===== src/rtl/hpm_counter_core.sv =====
// Performance monitor MMIO slot: free-running cycle counter plus three probe event counters,
// read by software only through atomic snapshots.
module hpm_counter_core #(
  parameter int unsigned CYC_W = 48,
  parameter int unsigned EVT_W = 32
) (
  input  logic        clk,
  input  logic        reset_n,
  input  logic        cs,
  input  logic        read,
  input  logic        write,
  input  logic [4:0]  addr,
  input  logic [31:0] wr_data,
  output logic [31:0] rd_data,
  input  logic        probe_inst,
  input  logic        probe_mem_rd,
  input  logic        probe_mem_wr
);

  logic             en_q, en_d;
  logic [3:0]       ovf_q, ovf_d;
  logic [CYC_W-1:0] cyc_q, cyc_d, snap_cyc_q;
  logic [EVT_W-1:0] inst_q, inst_d, snap_inst_q;
  logic [EVT_W-1:0] rd_q, rd_d, snap_rd_q;
  logic [EVT_W-1:0] wr_q, wr_d, snap_wr_q;

  logic ctrl_wr, clr, snap, cnt_en;
  logic inc_inst, inc_rd, inc_wr;

  // Reads have no side effects, so the strobe and the upper CTRL bits are not needed.
  logic unused_ok;
  assign unused_ok = ^{read, wr_data[31:3]};

  assign ctrl_wr = cs & write & (addr == 5'd0);
  assign clr     = ctrl_wr & wr_data[1];
  assign snap    = ctrl_wr & wr_data[2];

  // Counting needs en both before and after the edge: enabling starts next edge,
  // disabling blocks this edge.
  assign cnt_en   = en_q & en_d;
  assign inc_inst = cnt_en & probe_inst;
  assign inc_rd   = cnt_en & probe_mem_rd;
  assign inc_wr   = cnt_en & probe_mem_wr;

  always_comb begin
    en_d   = ctrl_wr ? wr_data[0] : en_q;
    cyc_d  = cyc_q;
    inst_d = inst_q;
    rd_d   = rd_q;
    wr_d   = wr_q;
    ovf_d  = ovf_q;
    if (clr) begin
      cyc_d  = '0;
      inst_d = '0;
      rd_d   = '0;
      wr_d   = '0;
      ovf_d  = '0;
    end else begin
      if (cnt_en) begin
        cyc_d = cyc_q + CYC_W'(1);
        if (&cyc_q) ovf_d[0] = 1'b1;
      end
      if (inc_inst) begin
        inst_d = inst_q + EVT_W'(1);
        if (&inst_q) ovf_d[1] = 1'b1;
      end
      if (inc_rd) begin
        rd_d = rd_q + EVT_W'(1);
        if (&rd_q) ovf_d[2] = 1'b1;
      end
      if (inc_wr) begin
        wr_d = wr_q + EVT_W'(1);
        if (&wr_q) ovf_d[3] = 1'b1;
      end
    end
  end

  always_ff @(posedge clk) begin
    if (!reset_n) begin
      en_q        <= 1'b0;
      ovf_q       <= '0;
      cyc_q       <= '0;
      inst_q      <= '0;
      rd_q        <= '0;
      wr_q        <= '0;
      snap_cyc_q  <= '0;
      snap_inst_q <= '0;
      snap_rd_q   <= '0;
      snap_wr_q   <= '0;
    end else begin
      en_q   <= en_d;
      ovf_q  <= ovf_d;
      cyc_q  <= cyc_d;
      inst_q <= inst_d;
      rd_q   <= rd_d;
      wr_q   <= wr_d;
      // Snapshots take pre-edge live values, ahead of any clear or increment.
      if (snap) begin
        snap_cyc_q  <= cyc_q;
        snap_inst_q <= inst_q;
        snap_rd_q   <= rd_q;
        snap_wr_q   <= wr_q;
      end
    end
  end

  always_comb begin
    rd_data = '0;
    case (addr)
      5'd0:    rd_data = {31'd0, en_q};
      5'd1:    rd_data = {28'd0, ovf_q};
      5'd2:    rd_data = snap_cyc_q[31:0];
      5'd3:    rd_data = 32'(snap_cyc_q >> 32);
      5'd4:    rd_data = 32'(snap_inst_q);
      5'd5:    rd_data = 32'(snap_rd_q);
      5'd6:    rd_data = 32'(snap_wr_q);
      default: rd_data = '0;
    endcase
  end

endmodule


===== config.mk =====
export PLATFORM = sky130hd
export DESIGN_NAME = hpm_counter_core
export DESIGN_NICKNAME = d
export VERILOG_FILES = /design/src/rtl/hpm_counter_core.sv
export SDC_FILE = /design/constraint.sdc
export NUM_CORES = 1
export LEC_CHECK = 0
export ABC_AREA = 1
export CORE_MARGIN = 5
export CORE_UTILIZATION = 60
export CTS_BUF_LIST = sky130_fd_sc_hd__clkbuf_2 sky130_fd_sc_hd__clkbuf_4 sky130_fd_sc_hd__clkbuf_8
export DETAILED_ROUTE_END_ITERATION = 10
export MAX_ROUTING_LAYER = met4
export PLACE_DENSITY = 0.87
export RECOVER_POWER = 100
export SYNTH_ARGS = -nofsm -noshare
export SYNTH_HDL_FRONTEND = slang
export SYNTH_SLANG_ARGS = --single-unit

===== constraint.sdc =====
create_clock -name clk -period 1.9 [get_ports clk]
set_input_delay 0.38 -clock clk [delete_from_list [all_inputs] [get_ports clk]]
set_output_delay 0.38 -clock clk [all_outputs]
set_load 0.005 [all_outputs]

==> results of run 1 <==
==> critical path, cell delays in order <==
cell,delay [ps]
buf_8,110
nor2_4,140
buf_6,150
nand3_2,120
buf_6,160
buf_12,150
o22ai_1,130
nor2_1,80
o21ai_1,80
clkdlybuf4s15_2,220
==> power by group through the flow <==
| stage | Combinational, mW | Clock [mW] | Sequential [mW] |
|---|---|---|---|
| floorplan | 0.214 | 0 | 6.29 |
| global placement | 0.434 | 0 | 6.29 |
| detailed placement | 0.444 | 0 | 6.29 |
| CTS | 0.489 | 5.95 | 6.16 |
| global route | 0.529 | 6.29 | 6.15 |
| finish | 0.497 | 5.93 | 6.16 |
==> sequential cells by signal, indices dropped and copies added (netlist names), 32 cells and up <==
name,flops
cyc_q,48
rd_q,32
snap_cyc_q,48
inst_q,32
wr_q,32
snap_wr_q,32
snap_rd_q,32
snap_inst_q,32
==> area by class of cell <==
| cell class | count | area [sq um] |
|---|---|---|
| Sequential cell | 293 | 5880 |
| Multi-Input combinational cell | 1613 | 7770 |
| Tap cell | 324 | 405 |
| Clock inverter | 11 | 86.3 |
| Fill cell | 1922 | 6310 |
| Timing Repair Buffer | 200 | 1920 |
| Clock buffer | 75 | 963 |
| Antenna cell | 1 | 2.50 |
| Inverter | 239 | 907 |
==> cells by family after synthesis <==
kind of cell | Yosys count | share of synthesized area [%]
DFF | 293 | 39.9
buffers and inverters | 340 | 9.18
and+or+nand+nor | 1066 | 29.9
AOI/OAI and AO/OA | 495 | 17.8
xor gates and xnor gates | 48 | 2.86
adders and majority gates | 4 | 0.340
==> how the worst min path moves through the flow <==
| stage | end | cells after the start | slack (ps) |
|---|---|---|---|
| CTS | snap_wr_q[17]$_SDFFE_PN0P_ | 4 | 280 |
| global placement | snap_cyc_q[8]$_SDFFE_PN0P_ | 2 | 430 |
| floorplan | snap_cyc_q[10]$_SDFFE_PN0P_ | 2 | 420 |
| finish | snap_wr_q[27]$_SDFFE_PN0P_ | 4 | 290 |
| global route | snap_wr_q[23]$_SDFFE_PN0P_ | 4 | 320 |
| detailed placement | snap_cyc_q[8]$_SDFFE_PN0P_ | 2 | 440 |
==> per-layer routing <==
layer	GRT usage, %	routed length (um)	vias to the layer above
met5	-	0	-
li1	-	-	7553
met4	16.3	2720	0
met2	57.5	23000	766
met3	5.43	3820	164
met1	42.8	19600	7196
==> repair_timing <==
item                                    in CTS  in global routing
buffers inserted                            15                  1
gates cloned                                 3                  1
pin swaps                                   24                 15
resized for setup                          263                 44
endpoints found under the setup margin     132                 57
==> cells in the final DEF, fill, tap and decap left out, types with 8 or more instances in the layout <==
cell      netlist  routed
a21boi_0       13      13
nand3b_1       13      13
clkbuf_4        0      16
xor2_1         38      38
o22ai_1        34      18
dfxtp_1       293     285
o21ai_0       157     129
o21ai_1         9      33
a22o_1         12      12
nor2_1        314     303
clkbuf_8        0      65
inv_2           4      15
o22ai_2         0      13
buf_6           1      24
xnor2_1        10      10
nand3_1       111     106
buf_2          46      26
buf_4           2      91
clkinv_2        0       8
nor2_4          5      12
nand2_1       559     557
nor2_2          6      10
inv_1         235     220
a21oi_1       260     258
nor3_1         22      21
buf_12          0      24
nand4_1        17      17
==> impl_summary.md, run 1 <==
Detailed routing
The final routed DRC violation total is 0. The post-detailed-route count of antenna-violating nets is 0. In the final routed layout, each cell accounts on average for 17.9 um. The detailed-routing iteration count for the pre-antenna-repair pass is 6. After detailed routing, the number of vias per cell comes to 5.69. The via count of the routed design is 15700. For this block, the routed nets add up to 49200 um of wire. The number of violations reported at the end of detailed-routing iteration 0 is 1708.

Layout
The layout cell share with drive strength beyond 1 is 15.2%. At the end of the flow, the number of nets in the layout was 2444. The filler-free cell count of the finished design is 2756. The cell area after layout is 17900 sq um. For this run, the share of the core covered by cells in the final layout is 74.0%. From synthesis to final layout, the design area changed by 21.9%.

CTS
The clock-pin slew of the registers on the worst-case setup and hold paths is 60 ps. Clock tree synthesis found a total of 293 sinks. The total of hold buffers inserted after clock tree synthesis is 0.

In this run the number of H-tree levels came out at 2. TritonCTS created 48 clock buffers. The clock insertion delay at the later pin of the skew report is 580 ps. In this run the clock root is driven by a clkbuf_8. The maximum buffer depth of the clock tree is 3.

TritonCTS built the clock tree.

Floorplanning
The floorplan step defined a die boundary enclosing 27800 sq um. The area inside the core boundary is 24200 sq um. The top-level port count is 77.

The row count is 57. The initial standard-cell utilization of the core is 60.7%. From bottom edge to top edge, the die measures 167 um. The floorplan step set the die width to 167 um.

Power and ir drop
Of the total power, registers draw 48.9%. Net switching is 22.8% of the power. The leakage power total is 6.30 nW.

The completed layout was analyzed and its total power is 12.6 mW. Across the VDD grid, the largest voltage drop is 0.886 mV. For this design the ratio of total power to cell area is 702 nW/um^2.

The logic gate share of total power is 4.0%. For this design the total switching power over the nets is 2.87 mW. The internal portion of the total power is 9.71 mW. The clock network burns 47.1% of the power.

Synthesis
The number of flip-flops and latches in the synthesized netlist is 293. The cell count after synthesis came out at 2246. The top-area cell type share of the netlist area is 39.9%.

The average cell area after synthesis is 6.55 sq um. The post-synth net total is 2295. In this run, distinct cell masters in the synthesized netlist total 41. The most used flip-flop cell after synthesis is dfxtp_1. The netlist area before placement is 14700 sq um. The sequential-to-total area share from yosys stat is 39.9%. Yosys mapped a number of flops with a built-in enable equal to 0.

By area the synthesized netlist is led by dfxtp_1 40%, nand2_1 14%, a21oi_1 8.8%. The post-synthesis async set-or-reset flop share is 0%. The Yosys step of the flow raised 0 warnings. Among all cell types in the netlist, the one instantiated most often is nand2_1. In the synthesized netlist, the cells that appear most often are 559 x nand2_1, 314 x nor2_1, 293 x dfxtp_1, 260 x a21oi_1, 235 x inv_1. The biggest area consumer among synthesized cells is dfxtp_1.

Timing
Final hold analysis gives a worst-case slack of 288 ps. The count of final hold-check violations is 0. The number of pins with negative max-slew slack in the final report is 0. The peak clock frequency supported by timing is 0.477 GHz. The sum of negative setup slack is -4950 ps. The final worst setup slack is -196 ps. At the pin with the least slew margin, the transition time is 779 ps. Setup repair after global routing could not meet its margin everywhere. In this run the tightest slew margin relative to its limit is 47.9%. The final period utilization is 110%. The post-route minimum period is 2100 ps. Setup violations remaining at the end of the flow were counted as 103. The worst clock skew is 28.7 ps.

Setup path
For flop-to-flop paths, the worst setup slack is 30 ps. The peak fanout along the critical path is 17. The worst setup path is of the in2out kind. In this run the critical register-to-register path is captured at cyc_q[18]$_SDFFE_PP0N_.

The launch point of the critical path is addr[3]. The worst setup path is captured at a primary output. The sort of element at the start of the critical path is an input port.

The startpoint of the worst-slack reg-to-reg timing path is en_q$_SDFF_PN0_. At the worst endpoint, the required time is 1520 ps. Counting cells, the worst reg-to-reg path comes to 6. The data arrival time of the critical path is 1720 ps. Following the worst setup path forward leads to its endpoint at rd_data[11].

Status
The run finished, with violations left. The final reports fail on negative setup slack.

Placed design
The weighted congestion reported at the end of routability-driven placement is 1.02. Before CTS, the worst setup slack after placement is -999 ps. The post-DP HPWL is 36500 um. The count of placed standard cells including taps is 2654.

The count of buffers added on input and output ports is 46. The total placed instance area is 16600 sq um.

Global routing
The number of antenna violations at the first check in global routing came to 1. Global routing used 35.1% of the available tracks. Entering global routing, the biggest net connects 54 pins. The first-pass GRT wire length is 77400 um.

For this run the aggregate overflow at the end of global routing stands at 0. The number of global-route vias before repair was 14700.

Worst hold path
The origin of the worst min-delay path is reset_n. In this run the worst hold path is classified as in2reg.

Flow run
The tool flagged a number of max-cap violations equal to 0.
Note: power is estimated with default switching activity, not from simulation.
==> run 2, diff against run 1 <==
--- a/config.mk
+++ b/config.mk
@@ -6,12 +6,13 @@
 export NUM_CORES = 1
 export LEC_CHECK = 0
 export ABC_AREA = 1
+export CAP_MARGIN = 5
 export CORE_MARGIN = 5
-export CORE_UTILIZATION = 60
+export CORE_UTILIZATION = 49
 export CTS_BUF_LIST = sky130_fd_sc_hd__clkbuf_2 sky130_fd_sc_hd__clkbuf_4 sky130_fd_sc_hd__clkbuf_8
 export DETAILED_ROUTE_END_ITERATION = 10
 export MAX_ROUTING_LAYER = met4
-export PLACE_DENSITY = 0.87
+export PLACE_DENSITY = 0.74
 export RECOVER_POWER = 100
 export SYNTH_ARGS = -nofsm -noshare
 export SYNTH_HDL_FRONTEND = slang
==> impl_summary.md, run 2 (same netlist as run 1, synthesis figures left out) <==
Status
Outcome: finished, violations left (unchanged). Violations in the final reports: negative setup slack (unchanged).

Timing
The final number of setup-violating endpoints is 32 (was 103). The worst clock skew was 19.0 ps (was 28.7 ps). RSZ-0062 raised after global routing: yes (unchanged). The count of final hold-check violations is 0 (unchanged).

The final worst setup slack is -235 ps (was -196 ps). The final period utilization is 112% (was 110%). The post-route minimum period is 2130 ps (was 2100 ps). The sum of negative setup slack is -4020 ps (was -4950 ps). The max-slew headroom at the worst pin is 65.7% (was 47.9%). The measured slew at the worst slew-check pin came to 514 ps (was 779 ps). The number of pins with negative max-slew slack in the final report is 0 (unchanged). The peak clock frequency supported by timing is 0.468 GHz (was 0.477 GHz).

Placed design
The count of placed standard cells including taps is 2741 (was 2654). The weighted congestion reported at the end of routability-driven placement was 1.02 (about the same). The pre-CTS setup slack is -1070 ps (was -999 ps).

The post-DP HPWL came to 36600 um (was 36500 um). The number of port buffers is 46 (unchanged).

Layout
The layout cell share with drive strength beyond 1 is 16.0% (was 15.2%). The filler-free cell count of the finished design is 2845 (was 2756). Top flop regs: cyc_q x48, snap_cyc_q x48 (unchanged).

The utilization after layout is 60.8% (was 74.0%). Most frequent cells in the layout: 555 x nand2_1, 304 x nor2_1, 290 x dfxtp_1 (was 557 x nand2_1, 303 x nor2_1, 285 x dfxtp_1). The area growth from synthesis to layout is 22.5% (was 21.9%). The commonest non-fill, non-tap cell in the layout is nand2_1 (unchanged). The number of nets in the layout was 2465 (was 2444).

Setup path
The setup slack of the worst register-to-register path is 130 ps (was 30 ps). The data arrival time of the critical path came to 1750 ps (was 1720 ps). The endpoint kind of the worst setup timing path was a primary output (unchanged). The worst endpoint required time is 1520 ps (about the same). The peak fanout along the critical path is 4 (was 17). The worst-case reg-to-reg path depth came to 10 (was 6). The terminus of the critical flop-to-flop path is cyc_q[34]$_SDFFE_PP0N_ (was cyc_q[18]$_SDFFE_PP0N_). The critical setup path kind is in2out (unchanged). The startpoint of the worst-slack reg-to-reg timing path is cyc_q[0]$_SDFFE_PP0N_ (was en_q$_SDFF_PN0_). The sort of element at the start of the critical path is an input port (unchanged).

Floorplanning
The top-level port count is 77 (unchanged). The total die area came to 33600 sq um (was 27800 sq um). The area inside the core boundary is 29600 sq um (was 24200 sq um). The row count was 63 (was 57). The initial standard-cell utilization of the core is 49.6% (was 60.7%). The vertical die dimension is 183 um (was 167 um). The width of the die came to 183 um (was 167 um).

Global routing
The global routing usage on met3 is 4.28% (was 5.43%). The highest-utilization routing layer at the global route stage is met2 (unchanged). The total routing usage reported by global routing is 29.1% (was 35.1%). The met1 track demand over resource is 37.1% (was 42.8%). The remaining global-route overflow was 0 (unchanged).

The number of antenna violations at the first check in global routing came to 1 (unchanged). The global routing usage on met2 was 45.4% (was 57.5%). The first-pass GRT wire length came to 76600 um (was 77400 um).

The number of global-route vias before repair is 14400 (was 14700). The pin count of the biggest net entering global routing came to 63 (was 54).

CTS
The CTS sink count is 293 (unchanged). The number of clock buffers inserted by TritonCTS is 51 (was 48). The clock insertion delay at the later pin of the skew report is 590 ps (was 580 ps). The cell at the root of the clock tree is clkbuf_8 (unchanged). The clock-pin slew of the registers on the worst-case setup and hold paths was 50 ps (was 60 ps).

The maximum buffer depth of the clock tree is 3 (unchanged). The CTS tree was done (unchanged). The total of hold buffers inserted after clock tree synthesis is 0 (unchanged). The count of H-tree levels built during CTS is 2 (unchanged).

Power and ir drop
The maximum vdd ir drop is 0.436 mV (was 0.886 mV). The leakage power total is 6.35 nW (was 6.30 nW). The ratio of total power to cell area came to 696 nW/um^2 (was 702 nW/um^2). The logic gate share of total power was 4.1% (was 4.0%). The share of power burned in the clock network is 46.8% (was 47.1%).

The internal power summed over all cells is 9.58 mW (was 9.71 mW). The net switching power of the design came to 2.95 mW (was 2.87 mW). The switching part of the total power is 23.5% (was 22.8%).

The part of the power in registers is 49.1% (was 48.9%).

Worst hold path
The worst min-delay path endpoint was snap_wr_q[23]$_SDFFE_PN0P_ (was snap_wr_q[27]$_SDFFE_PN0P_). The path category of the worst min-delay check is in2reg (unchanged). The origin of the worst min-delay path is reset_n (unchanged). The cell depth of the worst hold path was 3 (was 4).

Detailed routing
The number of vias per cell is 5.46 (was 5.69). The detailed-routing iteration count for the pre-antenna-repair pass is 5 (was 6). The final wirelength came to 49600 um (was 49200 um).

The routed wirelength normalized by instance count is 17.4 um (was 17.9 um). The number of violations reported at the end of detailed-routing iteration 0 is 1519 (was 1708). The post-detailed-route count of antenna-violating nets is 0 (unchanged). The via count of the routed design was 15500 (was 15700). The final routed DRC violation total is 0 (unchanged).

Flow run
The max capacitance violation total came to 0 (unchanged).
==> run 2: cell types whose count changed in the layout (fill, tap and decap cells not counted), sizes merged <==
cell / previous run / this run
clkdlybuf4s15: 4 / 0
inv: 240 / 241
clkbuf: 93 / 80
clkinv: 8 / 12
buf: 171 / 208
bufinv: 1 / 0
clkinvlp: 1 / 0
==> run 2: final cells by class <==
type	count	area, sq um
Antenna cell	1	2.50
Inverter	239	905
Fill cell	2805	11600
Clock buffer	77	960
Sequential cell	293	5870
Timing Repair Buffer	218	1910
Multi-Input combinational cell	1613	7800
Clock inverter	14	81.3
Tap cell	390	488
==> run 2: critical path, cell delays in order <==
cell	delay, ps
buf_6	90
nor2_4	210
nand2_4	110
nor3_4	150
buf_6	150
buf_6	100
buf_6	90
nand2_2	40
o21ai_2	50
nor2_1	50
o221ai_1	70
buf_4	160
buf_6	90
==> run 2: through the flow <==
step / cell area (sq um) / hold WS (ps) / power (mW)
3_3_place_gp: 16600 / 439 / 6.74
6_report: 18000 / 189 / 12.5
2_1_floorplan: 14700 / 425 / 6.50
5_1_grt: 18000 / 183 / 13.0
4_1_cts: 17700 / 160 / 12.6
3_5_place_dp: 16600 / 443 / 6.75
==> run 2: worst max-delay path by stage <==
stage / from / end / slack [ps] / cells past startpoint
2_1_floorplan: addr[3] / rd_data[10] / 170 / 7
3_3_place_gp: addr[1] / rd_data[7] / -1000 / 9
3_5_place_dp: addr[1] / rd_data[7] / -1070 / 9
4_1_cts: addr[4] / rd_data[1] / -210 / 13
5_1_grt: addr[3] / rd_data[1] / -260 / 13
6_report: addr[3] / rd_data[1] / -230 / 13
==> run 2: metal layers <==
layer / vias up / wire, um / share of wire, %
met3: 123 / 3380 / 6.8
met4: 0 / 2550 / 5.1
li1: 7596 / - / -
met1: 7258 / 21200 / 43
met5: - / 0 / 0
met2: 569 / 22500 / 45
==> run 2: repair_timing <==
| action | in CTS | in global routing |
|---|---|---|
| gates resized for setup | 158 | 114 |
| gates cloned | 0 | 2 |
| setup buffers | 7 | 4 |
| endpoints found under the setup margin | 78 | 61 |
| pin swaps | 8 | 17 |
==> run 2: power groups by stage <==
stage	logic, mW	registers [mW]	clock network, mW
CTS	0.476	6.16	5.95
global placement	0.453	6.29	0
finish	0.509	6.16	5.87
global route	0.541	6.15	6.25
detailed placement	0.460	6.29	0
floorplan	0.214	6.29	0
